<file path="src/rtl/elevator_call_scheduler_if.sv">
// elevator_call_scheduler_if: call buttons and car status of the elevator call scheduler.
// Under DOOR_HOLD_EN it also carries door_hold_btn.
interface elevator_call_scheduler_if;
  logic [1:0] hall_up_btn;
  logic [1:0] hall_dwn_btn;
  logic [2:0] car_btn;
  logic [1:0] current_flr;
  logic is_moving;
  logic is_moving_up;
  logic is_moving_dwn;
  logic is_door_close;
  logic [6:0] pending_calls;
`ifdef DOOR_HOLD_EN
  logic door_hold_btn;
  modport master(output hall_up_btn, hall_dwn_btn, car_btn, door_hold_btn,
                 input current_flr, is_moving, is_moving_up, is_moving_dwn, is_door_close, pending_calls);
  modport slave(input hall_up_btn, hall_dwn_btn, car_btn, door_hold_btn,
                output current_flr, is_moving, is_moving_up, is_moving_dwn, is_door_close, pending_calls);
`else
  modport master(output hall_up_btn, hall_dwn_btn, car_btn,
                 input current_flr, is_moving, is_moving_up, is_moving_dwn, is_door_close, pending_calls);
  modport slave(input hall_up_btn, hall_dwn_btn, car_btn,
                output current_flr, is_moving, is_moving_up, is_moving_dwn, is_door_close, pending_calls);
`endif
endinterface

</file>
<file path="src/rtl/elevator_call_scheduler.sv">
// elevator_call_scheduler: SCAN-style collective call scheduler for a 3-floor car.
// Defining DOOR_HOLD_EN adds door_hold_btn, which holds the door open while high.
module elevator_call_scheduler #(
  parameter int TRAVEL_CYCLES = 8,
  parameter int DOOR_CYCLES = 6,
  parameter int CNT_W = 8
) (
  input logic clk,
  input logic rst_n,
  elevator_call_scheduler_if.slave bus
);
  typedef enum logic [1:0] {IDLE, MOVING, DOOR_OPEN} state_t;
  typedef enum logic [1:0] {NONE, UP, DN} dir_t;
  localparam logic [CNT_W-1:0] TRAVEL_LD = CNT_W'(TRAVEL_CYCLES - 1);
  localparam logic [CNT_W-1:0] DOOR_LD = CNT_W'(DOOR_CYCLES - 1);
  state_t state;
  dir_t dir;
  logic [CNT_W-1:0] cnt;
  logic [6:0] pend, served, btn, car_m, hu_m, hd_m, stop_m, clr;
  logic [3:0] call_at;
  logic [1:0] flr;
  logic chk, mv, mv_up, mv_dn, door_close;
  logic here, above, below, ahead, stop, go_up, hold, restart;
`ifdef DOOR_HOLD_EN
  assign hold = bus.door_hold_btn;
`else
  assign hold = 1'b0;
`endif
  assign bus.current_flr = flr;
  assign bus.is_moving = mv;
  assign bus.is_moving_up = mv_up;
  assign bus.is_moving_dwn = mv_dn;
  assign bus.is_door_close = door_close;
  assign bus.pending_calls = pend;
  always_comb begin
    btn = {bus.car_btn, bus.hall_dwn_btn, bus.hall_up_btn};
    call_at = {1'b0, pend[6] | pend[3], pend[5] | pend[2] | pend[1], pend[4] | pend[0]};
    here = call_at[flr];
    above = flr == 2'd0 ? |call_at[2:1] : flr == 2'd1 ? call_at[2] : 1'b0;
    below = flr == 2'd2 ? |call_at[1:0] : flr == 2'd1 ? call_at[0] : 1'b0;
    go_up = above && (dir != DN || !below);
    car_m = 7'b0010000 << flr;
    hu_m = flr == 2'd0 ? 7'b0000001 : flr == 2'd1 ? 7'b0000010 : 7'b0;
    hd_m = flr == 2'd1 ? 7'b0000100 : flr == 2'd2 ? 7'b0001000 : 7'b0;
    ahead = dir == UP ? above : below;
    // with nothing further ahead the car reverses here, so every hall call at this floor is served
    stop_m = car_m | (dir == UP ? hu_m : hd_m) | (ahead ? 7'b0 : hu_m | hd_m);
    stop = |(pend & stop_m) || (dir == UP && flr == 2'd2) || (dir == DN && flr == 2'd0);
    clr = state == IDLE && here ? car_m | hu_m | hd_m : state == MOVING && chk && stop ? stop_m : 7'b0;
    restart = state == DOOR_OPEN && (|(btn & served) || hold);
  end
  always_ff @(posedge clk or negedge rst_n)
    if (!rst_n) begin
      state <= IDLE;
      dir <= NONE;
      cnt <= '0;
      chk <= 1'b0;
      pend <= '0;
      served <= '0;
      flr <= '0;
      mv <= 1'b0;
      mv_up <= 1'b0;
      mv_dn <= 1'b0;
      door_close <= 1'b1;
    end else begin
      pend <= state == DOOR_OPEN ? (pend | btn) & ~served : (pend & ~clr) | btn;
      case (state)
        IDLE:
          if (here) begin
            state <= DOOR_OPEN;
            cnt <= DOOR_LD;
            served <= clr;
            door_close <= 1'b0;
          end else if (above || below) begin
            state <= MOVING;
            dir <= go_up ? UP : DN;
            cnt <= TRAVEL_LD;
            chk <= 1'b0;
            mv <= 1'b1;
            mv_up <= go_up;
            mv_dn <= !go_up;
          end else dir <= NONE;
        MOVING:
          if (chk && stop) begin
            state <= DOOR_OPEN;
            cnt <= DOOR_LD;
            served <= clr;
            chk <= 1'b0;
            mv <= 1'b0;
            mv_up <= 1'b0;
            mv_dn <= 1'b0;
            door_close <= 1'b0;
          end else if (!chk && cnt == '0) begin
            flr <= dir == UP ? flr + 2'd1 : flr - 2'd1;
            cnt <= TRAVEL_LD;
            chk <= 1'b1;
          end else begin
            // the stop-check cycle doubles as the first travel cycle of the next floor
            cnt <= cnt - 1'b1;
            chk <= 1'b0;
          end
        DOOR_OPEN:
          if (restart) cnt <= DOOR_LD;
          else if (cnt == '0) begin
            state <= IDLE;
            door_close <= 1'b1;
          end else cnt <= cnt - 1'b1;
        default: state <= IDLE;
      endcase
    end
endmodule
</file>
<file path="src/flat_wrapper.sv">
// flat-port wrapper written by rule: the top's interface ports become plain ports
module elevator_call_scheduler_flat 
#(
  parameter int TRAVEL_CYCLES = 8,
  parameter int DOOR_CYCLES = 6,
  parameter int CNT_W = 8
)
  (clk, rst_n, bus_hall_up_btn, bus_hall_dwn_btn, bus_car_btn, bus_current_flr, bus_is_moving, bus_is_moving_up, bus_is_moving_dwn, bus_is_door_close, bus_pending_calls);
  elevator_call_scheduler_if bus_i ();
  input logic clk;
  input logic rst_n;
  input wire logic [$bits(bus_i.hall_up_btn)-1:0] bus_hall_up_btn;
  input wire logic [$bits(bus_i.hall_dwn_btn)-1:0] bus_hall_dwn_btn;
  input wire logic [$bits(bus_i.car_btn)-1:0] bus_car_btn;
  output wire logic [$bits(bus_i.current_flr)-1:0] bus_current_flr;
  output wire logic [$bits(bus_i.is_moving)-1:0] bus_is_moving;
  output wire logic [$bits(bus_i.is_moving_up)-1:0] bus_is_moving_up;
  output wire logic [$bits(bus_i.is_moving_dwn)-1:0] bus_is_moving_dwn;
  output wire logic [$bits(bus_i.is_door_close)-1:0] bus_is_door_close;
  output wire logic [$bits(bus_i.pending_calls)-1:0] bus_pending_calls;
  assign bus_i.hall_up_btn = bus_hall_up_btn;
  assign bus_i.hall_dwn_btn = bus_hall_dwn_btn;
  assign bus_i.car_btn = bus_car_btn;
  assign bus_current_flr = bus_i.current_flr;
  assign bus_is_moving = bus_i.is_moving;
  assign bus_is_moving_up = bus_i.is_moving_up;
  assign bus_is_moving_dwn = bus_i.is_moving_dwn;
  assign bus_is_door_close = bus_i.is_door_close;
  assign bus_pending_calls = bus_i.pending_calls;
  elevator_call_scheduler #(.TRAVEL_CYCLES(TRAVEL_CYCLES), .DOOR_CYCLES(DOOR_CYCLES), .CNT_W(CNT_W)) u_core (.clk(clk), .rst_n(rst_n), .bus(bus_i));
endmodule
</file>
<file path="config.mk">
export PLATFORM = sky130hd
export DESIGN_NAME = elevator_call_scheduler_flat
export DESIGN_NICKNAME = d
export VERILOG_FILES = /design/src/rtl/elevator_call_scheduler_if.sv /design/src/rtl/elevator_call_scheduler.sv /design/src/flat_wrapper.sv
export SDC_FILE = /design/constraint.sdc
export NUM_CORES = 1
export LEC_CHECK = 0
export ABC_CLOCK_PERIOD_IN_PS = 5790
export CORE_AREA = 2 2 56 84
export CTS_BUF_LIST = sky130_fd_sc_hd__clkbuf_8
export CTS_CLUSTER_SIZE = 30
export DETAILED_ROUTE_END_ITERATION = 12
export DIE_AREA = 0 0 58 86
export GPL_TIMING_DRIVEN = 0
export PLACE_DENSITY = 0.72
export SLEW_MARGIN = 40
export SYNTH_ARGS = -nofsm -noshare
export SYNTH_HDL_FRONTEND = slang
export SYNTH_SLANG_ARGS = --single-unit
</file>
<file path="constraint.sdc">
create_clock -name clk -period 5.79 [get_ports clk]
set_input_delay 0.579 -clock clk [delete_from_list [all_inputs] [get_ports clk]]
set_output_delay 0.579 -clock clk [all_outputs]
set_load 0.05 [all_outputs]
</file>
==> impl_metrics.py <==
metrics = {
    "layout": {
        "seq_area_sq_um": 827,
        "utilization_pct": 62.6,
        "n_fill_cell": 384,
        "fin_nets": 286,
        "syn2layout_area_growth_pct": 16.7,
        "drive_gt1_share_pct": 12.4,
        "multi_input_area_sq_um": 1350,
        "n_antenna_cell": 0,
    },
    "worst_setup_path": {
        "startpoint_type": "flop",
        "r2r-start": "u_core.bus.current_flr[1]",
        "worstSetupPathType": "flop to flop",
        "arrival_ps": 2990,
        "timing.rr.end": "u_core.served[3]",
        "reg2reg_slack_ps": 2980,
        "slowest_stage": "dfrtp_1",
        "critPathMaxStageDelay_ps": 530,
        "crit_required_ps": 5970,
        "end_kind": "flop",
        "crit_chain": "inv_1 > ha_1 > clkbuf_2 > o21a_1 > a2bb2oi_1 > a22oi_2 > o311ai_4 > a21oi_4 > mux2_2",
        "r2r_cells": 9,
        "path_max_fanout": 9,
    },
    "clocking": {
        "cts_tree": "yes",
        "cts_max_path_buffers": 2,
        "cts_sinks": 33,
        "cts_hold_buf": 0,
        "cts_root_buffer": "clkbuf_8",
        "cts_setup_buffers": 0,
        "cts_resized": 0,
        "clk_latency_ps": 290,
        "htreeDepth": 2,
        "clkTransAtPathRegs_ps": 60,
        "cts_buffers": 5,
    },
    "yosys": {
        "yosysUniqueCellTypes": 62,
        "yosys.area.top_type": "dfrtp_1",
        "synth.avg_cell_area_sq_um": 9.48,
        "netlist_area_sq_um": 2260,
        "synth-seq-cells": 33,
        "yosys-top-cells-area": "dfrtp_1 35%, ha_1 5.5%, nor2_1 3.8%, mux2_2 3.5%, nand2_1 3.3%",
        "synth_top_area_share_pct": 35.5,
        "yosysWarnings": 0,
        "synth_edf_count": 0,
        "synth_nets": 257,
        "synthCells": 238,
        "async_reset_ff_share_pct": 100,
        "ys_seq_area_share_pct": 36.6,
        "synth_ff_type": "dfrtp_1",
        "synth_common_cells": "32 x dfrtp_1, 23 x nor2_1, 20 x nand2_1",
        "post-synth-top-count-cell": "dfrtp_1",
    },
    "routing": {
        "vias": 2011,
        "routed_wirelength_um": 5620,
        "drt_first_pass_iters": 4,
        "ant_nets": 0,
        "vias_per_cell": 6.42,
        "drc": 0,
        "post_drt_wl_per_cell_um": 18.0,
        "drt_iter0_markers": 80,
    },
    "sta": {
        "tightest_slew_ps": 680,
        "worst_hold_slack_ps": 222,
        "setup_viol": 0,
        "period_share_pct": 48.5,
        "finClkSkew_ps": 4.67,
        "period_minus_slack_ps": 2810,
        "rsz0062_at_grt": "no",
        "relSlewSlack_pct": 54.2,
        "final_hold_viol_count": 0,
        "fmax_ghz": 0.356,
        "finalMaxSlewViolations": 0,
        "final.setup.tns_ps": 0,
    },
    "global_route": {
        "antenna_found_initial": 0,
        "grt_pass1_wl_um": 9580,
        "grt_overflow": 0,
        "gr-usage-met2_pct": 43.2,
        "first_global_vias": 2010,
        "grt_use_met3_pct": 4.37,
        "grt_busiest_layer": "met2",
        "grt.total_usage_pct": 25.0,
        "met1_usage_pct": 29.6,
        "grt_max_degree": 19,
    },
    "power": {
        "p_per_area_nw_per_um2": 581,
        "total_power_mw": 1.53,
        "power.leakage_nw": 1.08,
        "ir_drop_mv": 0.377,
    },
    "die": {
        "io_pins": 22,
        "fp-row-count": 29,
        "design.core.area_sq_um": 4210,
        "start_util_pct": 53.6,
        "dieHeight_um": 86,
        "die_area_sq_um": 4990,
        "die_w_um": 58,
    },
    "placed_design": {
        "place_congestion": 0.859,
        "portBuffers": 21,
        "dp_hpwl_um": 4270,
    },
    "outcome": {
        "status": "finished, final reports clean",
    },
    "hold_path": {
        "hold_class": "primary input to async pin",
    },
    "flow_run": {
        "drv_cap": 0,
    },
}
## state kept, by name (all words and copies together), names as in the netlist
name and flops:
u_core.cnt 8, u_core.bus.pending_calls 7, u_core.served 7, u_core.bus.current_flr 2, u_core.dir 2, u_core.state 2, u_core.bus.is_door_close 1, u_core.bus.is_moving 1
u_core.bus.is_moving_dwn 1, u_core.bus.is_moving_up 1, u_core.chk 1
## cell type report
| type | count | share of cell area (%) |
|---|---|---|
| Buffer | 8 | 1.52 |
| Clock buffer | 6 | 3.14 |
| Clock inverter | 1 | 0.143 |
| Inverter | 12 | 1.71 |
| Multi-Input combinational cell | 185 | 51.1 |
| Sequential cell | 33 | 31.4 |
| Tap cell | 46 | 2.19 |
| Timing Repair Buffer | 22 | 8.84 |
## through the flow
stage	instances	setup slack, ps	area, sq um
final	313	2980	2630
after CTS	313	3000	2630
after global routing	313	2820	2630
after global placement	305	2890	2520
after floorplan	238	3040	2260
after detailed placement	306	2850	2550
## cells by family after synthesis
kind of cell | Yosys count | synth area share (%)
mux | 10 | 4.82
buf+inv | 20 | 3.77
compound gates | 80 | 29.5
simple gates | 83 | 18.9
xor+xnor | 2 | 0.776
flops | 33 | 36.6
fa+ha+maj | 10 | 5.54
## cell usage in the layout, fill, tap and decap left out, types with 6 or more instances in the layout
master and n:
inv_1 13, a21oi_1 8, nor3_1 7, dfrtp_1 32
a221oi_1 6, clkdlybuf4s50_1 20, mux2_2 7, a22oi_1 6
clkbuf_8 6, o21ai_0 15, ha_1 10, nor2_1 23
nand2_1 20
## worst max-delay path, delay by kind of cell (launching register included)
| family | cells | cell delay, ps |
|---|---|---|
| flip-flops | 1 | 530 |
| multiplexers | 1 | 380 |
| adder cells (fa/ha/maj) | 1 | 200 |
| AO/OA/AOI/OAI | 5 | 1270 |
| buffers and inverters | 2 | 320 |
## metal layers
| layer | share of wire, % | up-vias |
|---|---|---|
| met3 | 3.7 | 20 |
| met1 | 42 | 979 |
| met5 | 0 | - |
| met2 | 51 | 52 |
| met4 | 3.3 | 0 |
| li1 | - | 960 |
## worst max path at each step
stage | from | end | slack (ps) | depth (start not counted)
final | u_core.bus.current_flr[1] | u_core.served[3] | 2980 | 9
after global routing | u_core.bus.current_flr[1] | u_core.served[3] | 2820 | 9
after CTS | u_core.bus.current_flr[1] | u_core.served[3] | 3000 | 9
after detailed placement | bus_hall_dwn_btn[1] | u_core.cnt[3] | 2850 | 7
after global placement | bus_hall_dwn_btn[1] | u_core.cnt[3] | 2890 | 7
after floorplan | u_core.bus.current_flr[1] | u_core.served[1] | 3040 | 9
## report_power, final
| group | leakage, nW | switching [mW] | internal (mW) | total, mW |
|---|---|---|---|---|
| Clock | 0.0485 | 0.0828 | 0.0925 | 0.175 |
| Sequential | 0.398 | 0.0901 | 0.310 | 0.400 |
| Combinational | 0.629 | 0.600 | 0.356 | 0.956 |
| Total | 1.08 | 0.773 | 0.758 | 1.53 |
Note: power is estimated with default switching activity, not from simulation.
==> variant 1 (same flow settings) <==
The 3 states of `state_t` get a one-hot encoding in 3 bits.
--- a/src/rtl/elevator_call_scheduler.sv
+++ b/src/rtl/elevator_call_scheduler.sv
@@ -10,5 +10,5 @@
   elevator_call_scheduler_if.slave bus
 );
-  typedef enum logic [1:0] {IDLE, MOVING, DOOR_OPEN} state_t;
+  typedef enum logic [2:0] {IDLE = 3'b001, MOVING = 3'b010, DOOR_OPEN = 3'b100} state_t;
   typedef enum logic [1:0] {NONE, UP, DN} dir_t;
   localparam logic [CNT_W-1:0] TRAVEL_LD = CNT_W'(TRAVEL_CYCLES - 1);
Behaviour: same outputs for any inputs over 10 cycles, from zero or initial values and one cycle with rst_n low; not proved beyond that.
==> variant 1 against the original RTL <==
- cell count shrank 9.3%
- synthesized cell count fell by 13%
- cell area fell by 12%
- worst setup slack gained 0.37 ns
- area after synthesis down 14%
- sequential cell count increased by 1
- hold slack lost 0.012 ns
- routed wire length fell by 17%
- count of clock-buffer cells in the layout decreased by 1
- first-iteration DRC count rose by 21%
- critical endpoint unchanged
- highest routed layer unchanged
Power is left out: it rests on default switching activity, and per cell area and clock period it moved more than threefold.
==> variant 1: results (changes against the original RTL) <==
[timing]
fin_skew_ns=0.00977  ; +0.00510 ns
tightest_slew_ns=0.605  ; -0.0748 ns
setup-violations-final=0  ; unchanged
slew_viol_final=0  ; unchanged

[setup_path]
path_max_fanout=9  ; unchanged
max_stage_delay_ns=0.45  ; -0.08 ns
reg2reg_setup_slack_ns=3.35  ; +0.37 ns
arrival_ns=2.62  ; -0.37 ns

[clock_network]
cts_max_level=2  ; unchanged
cts_resized=0  ; unchanged
cts_buffer_depth=2  ; unchanged
cts_setup_buffers=0  ; unchanged
clk_pin_slew_ns=0.07
cts-root-buf=clkbuf_8

[yosys]
synth.area.mux_share_pct=0  ; -4.8 points
async_flop_share_pct=100  ; unchanged
syn-num-nets=222  ; -14%
synth.top_cells.by_area=dfrtp_1 41%, nand2_1 4.4%, a21oi_1 4.4%, o21ai_0 3.3%, ha_1 3.2%
synth-compound-area-share_pct=28.8  ; -0.71 points
synthAdderAreaFrac_pct=3.21  ; -2.3 points
synth_warnings=0  ; unchanged
ys_types=50  ; -19%
ys_seq_area_share_pct=43.8  ; +7.2 points
synth_top_cells_by_count=32 x dfrtp_1, 23 x nand2_1, 17 x a21oi_1, 13 x o21ai_0
synthXorXnorAreaFrac_pct=0.899  ; +0.12 points

[grt]
met1_usage_pct=26.1  ; -3.5 points
met3_usage_pct=3.77  ; -0.60 points
grt_max_degree=20  ; +1
grt_pass1_vias=1734  ; -14%
grt_pass1_wl_mm=8.20  ; -14%
grt_usage_pct=21.3  ; -3.7 points
use_met2_pct=36.1  ; -7.1 points
antenna_found_initial=0  ; unchanged

[detailed_routing]
drt-vias-per-instance=6.06  ; -5.7%
drt_iter0_drc=97  ; +21%
drtPass1Iterations=5  ; +1
avgRoutedWirePerCell_microns=16.4  ; -8.9%

[final_layout]
nFillCells=395  ; +2.9%
largest_reg_flops=8  ; unchanged
drive_above_1_share_pct=12.2  ; -0.17 points
final_nets=251  ; -12%
n_antenna_cell=0  ; unchanged
regMostFlops=u_core.cnt

[outcome]
status=completed

[placement]
placed_cell_area_sq_um=2240  ; -12%
gp_congestion=0.843  ; -1.9%
hpwl_mm=3.42  ; -20%
place_ws_ns=3.05  ; +0.200 ns

[variant 1: cell count changes in the layout (fill, tap and decap cells not counted), sizes merged, moves of 4 or more]
cell / before / now
and3: 5 / 0
nand3: 3 / 8
o41ai: 5 / 0
clkbuf: 12 / 7
a21oi: 9 / 17
nor3b: 1 / 5
o21ai: 16 / 23
ha: 10 / 5
a21o: 1 / 9
mux2: 7 / 0
a221oi: 8 / 1
nor2: 23 / 9
[variant 1: path summary, 6_finish.rpt]
kind,from,endpoint,cells past startpoint
worst min register to register,u_core.bus.is_door_close,u_core.bus.is_door_close,1
worst max register to register,u_core.bus.current_flr[0],u_core.served[3],9
worst min-delay path,rst_n,u_core.bus.current_flr[1],1
max in group asynchronous,rst_n,u_core.bus.is_door_close,2
worst max-delay path,u_core.bus.current_flr[0],u_core.served[3],9
min in group clk,u_core.bus.is_door_close,u_core.bus.is_door_close,1
[variant 1: per-stage QoR]
step                      hold slack (ns)  util [%]  std cells
after global routing                0.231      55.1        284
after floorplan                     0.283         -        208
final                               0.209      55.1        284
after CTS                           0.219      55.1        284
after detailed placement            0.465      53.2        276
after global placement              0.468      52.6        275
[variant 1: routing by layer]
metal  part of all wire, %  vias to the layer above
met2                    51                       38
met3                   3.6                        9
met4                   2.2                        0
met5                     0                        -
li1                      -                      834
met1                    43                      839
[variant 1: cell type report]
type,count,area [sq um],area share (%)
clock inverters,3,13.8,0.593
inverters,9,33.8,1.46
flip-flops and latches,34,853,36.8
multi-input cells,161,1040,45.0
plain buffers,4,17.5,0.755
repair buffers,22,233,10.0
well taps,46,57.6,2.48
clock buffers,5,68.8,2.96
==> variant 2 (same flow settings) <==
Made on the original files. `CNT_W` is set to 8 in 2 places; all go to 12.
--- a/src/rtl/elevator_call_scheduler.sv
+++ b/src/rtl/elevator_call_scheduler.sv
@@ -4,5 +4,5 @@
   parameter int TRAVEL_CYCLES = 8,
   parameter int DOOR_CYCLES = 6,
-  parameter int CNT_W = 8
+  parameter int CNT_W = 12
 ) (
   input logic clk,
--- a/src/flat_wrapper.sv
+++ b/src/flat_wrapper.sv
@@ -4,5 +4,5 @@
   parameter int TRAVEL_CYCLES = 8,
   parameter int DOOR_CYCLES = 6,
-  parameter int CNT_W = 8
+  parameter int CNT_W = 12
 )
   (clk, rst_n, bus_hall_up_btn, bus_hall_dwn_btn, bus_car_btn, bus_current_flr, bus_is_moving, bus_is_moving_up, bus_is_moving_dwn, bus_is_door_close, bus_pending_calls);
Behaviour: same outputs for any inputs over 10 cycles, from zero or initial values and one cycle with rst_n low; that may be too few to reach the edited logic, so the function may still have changed.
==> variant 2 against the original RTL <==
- non-clock buffer count up 4
- routed wire length grew 10%
- utilization up 5.4 points
- area after synthesis is 9.6% higher
- largest power group unchanged
- worst setup slack worse by 0.19 ns
- count of clock-buffer cells in the layout shrank 1
- power increased by 20%
- sequential cell count rose by 4
- cell area is 8.6% higher
- maximum frequency shrank 6.3%
- synthesized cell count grew 21%
- cell count grew 17%
- critical path type unchanged
==> variant 2: results (changes against the original RTL) <==
[final_layout]
final_nets=337  ; +18%
n_antenna_cell=0  ; unchanged
regMostFlops=u_core.cnt
drive_above_1_share_pct=8.78  ; -3.6 points
largest_reg_flops=12  ; +4

[timing]
fin_skew_ns=0.00883  ; +0.00416 ns
tightest_slew_ns=0.503  ; -0.177 ns

[yosys]
syn-num-nets=308  ; +20%
ys_types=58  ; -6.5%
netlist_instances=289  ; +21%
ys_seq_area_share_pct=37.5  ; +0.82 points
synth.top_cells.by_area=dfrtp_1 36%, o21ai_0 5.5%, ha_1 5.1%, nand2_1 4.7%, nor2_1 4.4%
synth_top_cells_by_count=36 x dfrtp_1, 31 x nand2_1, 29 x nor2_1, 27 x o21ai_0, 17 x inv_1
synth_ff_type=dfrtp_1
synth_warnings=0  ; unchanged

[power]
ir_worst_vdd_v=0.000494  ; +31%
switchingPower_uw=949  ; +23%
p_leak_nw=1.25  ; +16%

[min_path]
hold_class=input pin to asynchronous set/reset pin

[grt]
grt_pass1_wl_mm=10.3  ; +7.1%
grt_usage_pct=26.9  ; +1.9 points
grt_max_degree=20  ; +1
antenna_found_initial=0  ; unchanged

[clock_network]
clk_latency_ns=0.29  ; about the same
cts_max_level=2  ; unchanged
cts_setup_buffers=0  ; unchanged
cts-root-buf=clkbuf_8
cts_resized=0  ; unchanged
clk_pin_slew_ns=0.08  ; +0.02 ns
cts_buffers=5  ; unchanged

[setup_path]
crit_family=compound AO/OA/AOI/OAI gates
reg2reg_depth=10  ; +1
slowest_stage=dfrtp_1
path_max_fanout=9  ; unchanged
arrival_ns=3.18  ; +0.19 ns
max_stage_delay_ns=0.55  ; +0.02 ns

[placement]
post-place-cells=357  ; +17%
gp_congestion=0.948  ; +10%
placed_cell_area_sq_um=2770  ; +8.5%
place_ws_ns=2.89  ; +0.0326 ns
hpwl_mm=4.71  ; +10%

[detailed_routing]
drt-vias-per-instance=6.15  ; -4.2%
wl_mm=6.20  ; +10%
drt_iter0_drc=112  ; +40%
drtPass1Iterations=4  ; unchanged
avgRoutedWirePerCell_microns=17.0  ; -5.3%
drtAntennaViolNets=0  ; unchanged

[outcome]
status=completed

-- variant 2: layer usage --
metal	vias to the layer above	global-route usage, %	part of all wire, %
met2	51	51.2	56
met3	18	3.92	3.0
li1	1099	-	-
met4	0	13.3	2.6
met5	-	0	0
met1	1078	27.4	38
-- variant 2: final timing paths --
path,startpoint,endpoint,slack [ns]
worst max-delay path,u_core.bus.current_flr[0],u_core.served[1],2.79
min in group clk,u_core.served[1],u_core.bus.pending_calls[1],0.51
max in group asynchronous,rst_n,u_core.bus.is_door_close,5.02
worst min-delay path,rst_n,u_core.served[0],0.24
worst max register to register,u_core.bus.current_flr[0],u_core.served[1],2.79
worst min register to register,u_core.served[1],u_core.bus.pending_calls[1],0.51
-- variant 2: kinds of logic (layout without fill, tap and decap cells) --
logic type / count (synthesis) / after routing / synth area share (%)
muxes: 10 / 10 / 5.11
DFF: 37 / 37 / 37.5
and+or+nand+nor: 112 / 112 / 22.1
adders and majority gates: 10 / 10 / 5.06
AOI/OAI and AO/OA: 89 / 89 / 24.7
buffers and inverters: 29 / 59 / 4.90
xor gates and xnor gates: 2 / 2 / 0.708
-- variant 2: power by group through the flow --
stage | logic, mW | clock network [mW] | registers, mW
floorplan | 0.740 | 0 | 0.585
global placement | 1.14 | 0 | 0.481
global route | 1.28 | 0.194 | 0.500
detailed placement | 1.16 | 0 | 0.484
finish | 1.17 | 0.181 | 0.485
CTS | 1.16 | 0.186 | 0.482
-- variant 2: final cells by class --
| cell class | instances | area, sq um |
|---|---|---|
| inverters | 17 | 63.8 |
| fillers | 375 | 1350 |
| plain buffers | 12 | 57.6 |
| well taps | 46 | 57.6 |
| clock inverters | 3 | 17.5 |
| flip-flops and latches | 37 | 927 |
| clock buffers | 5 | 68.8 |
| repair buffers | 22 | 233 |
| multi-input cells | 223 | 1430 |
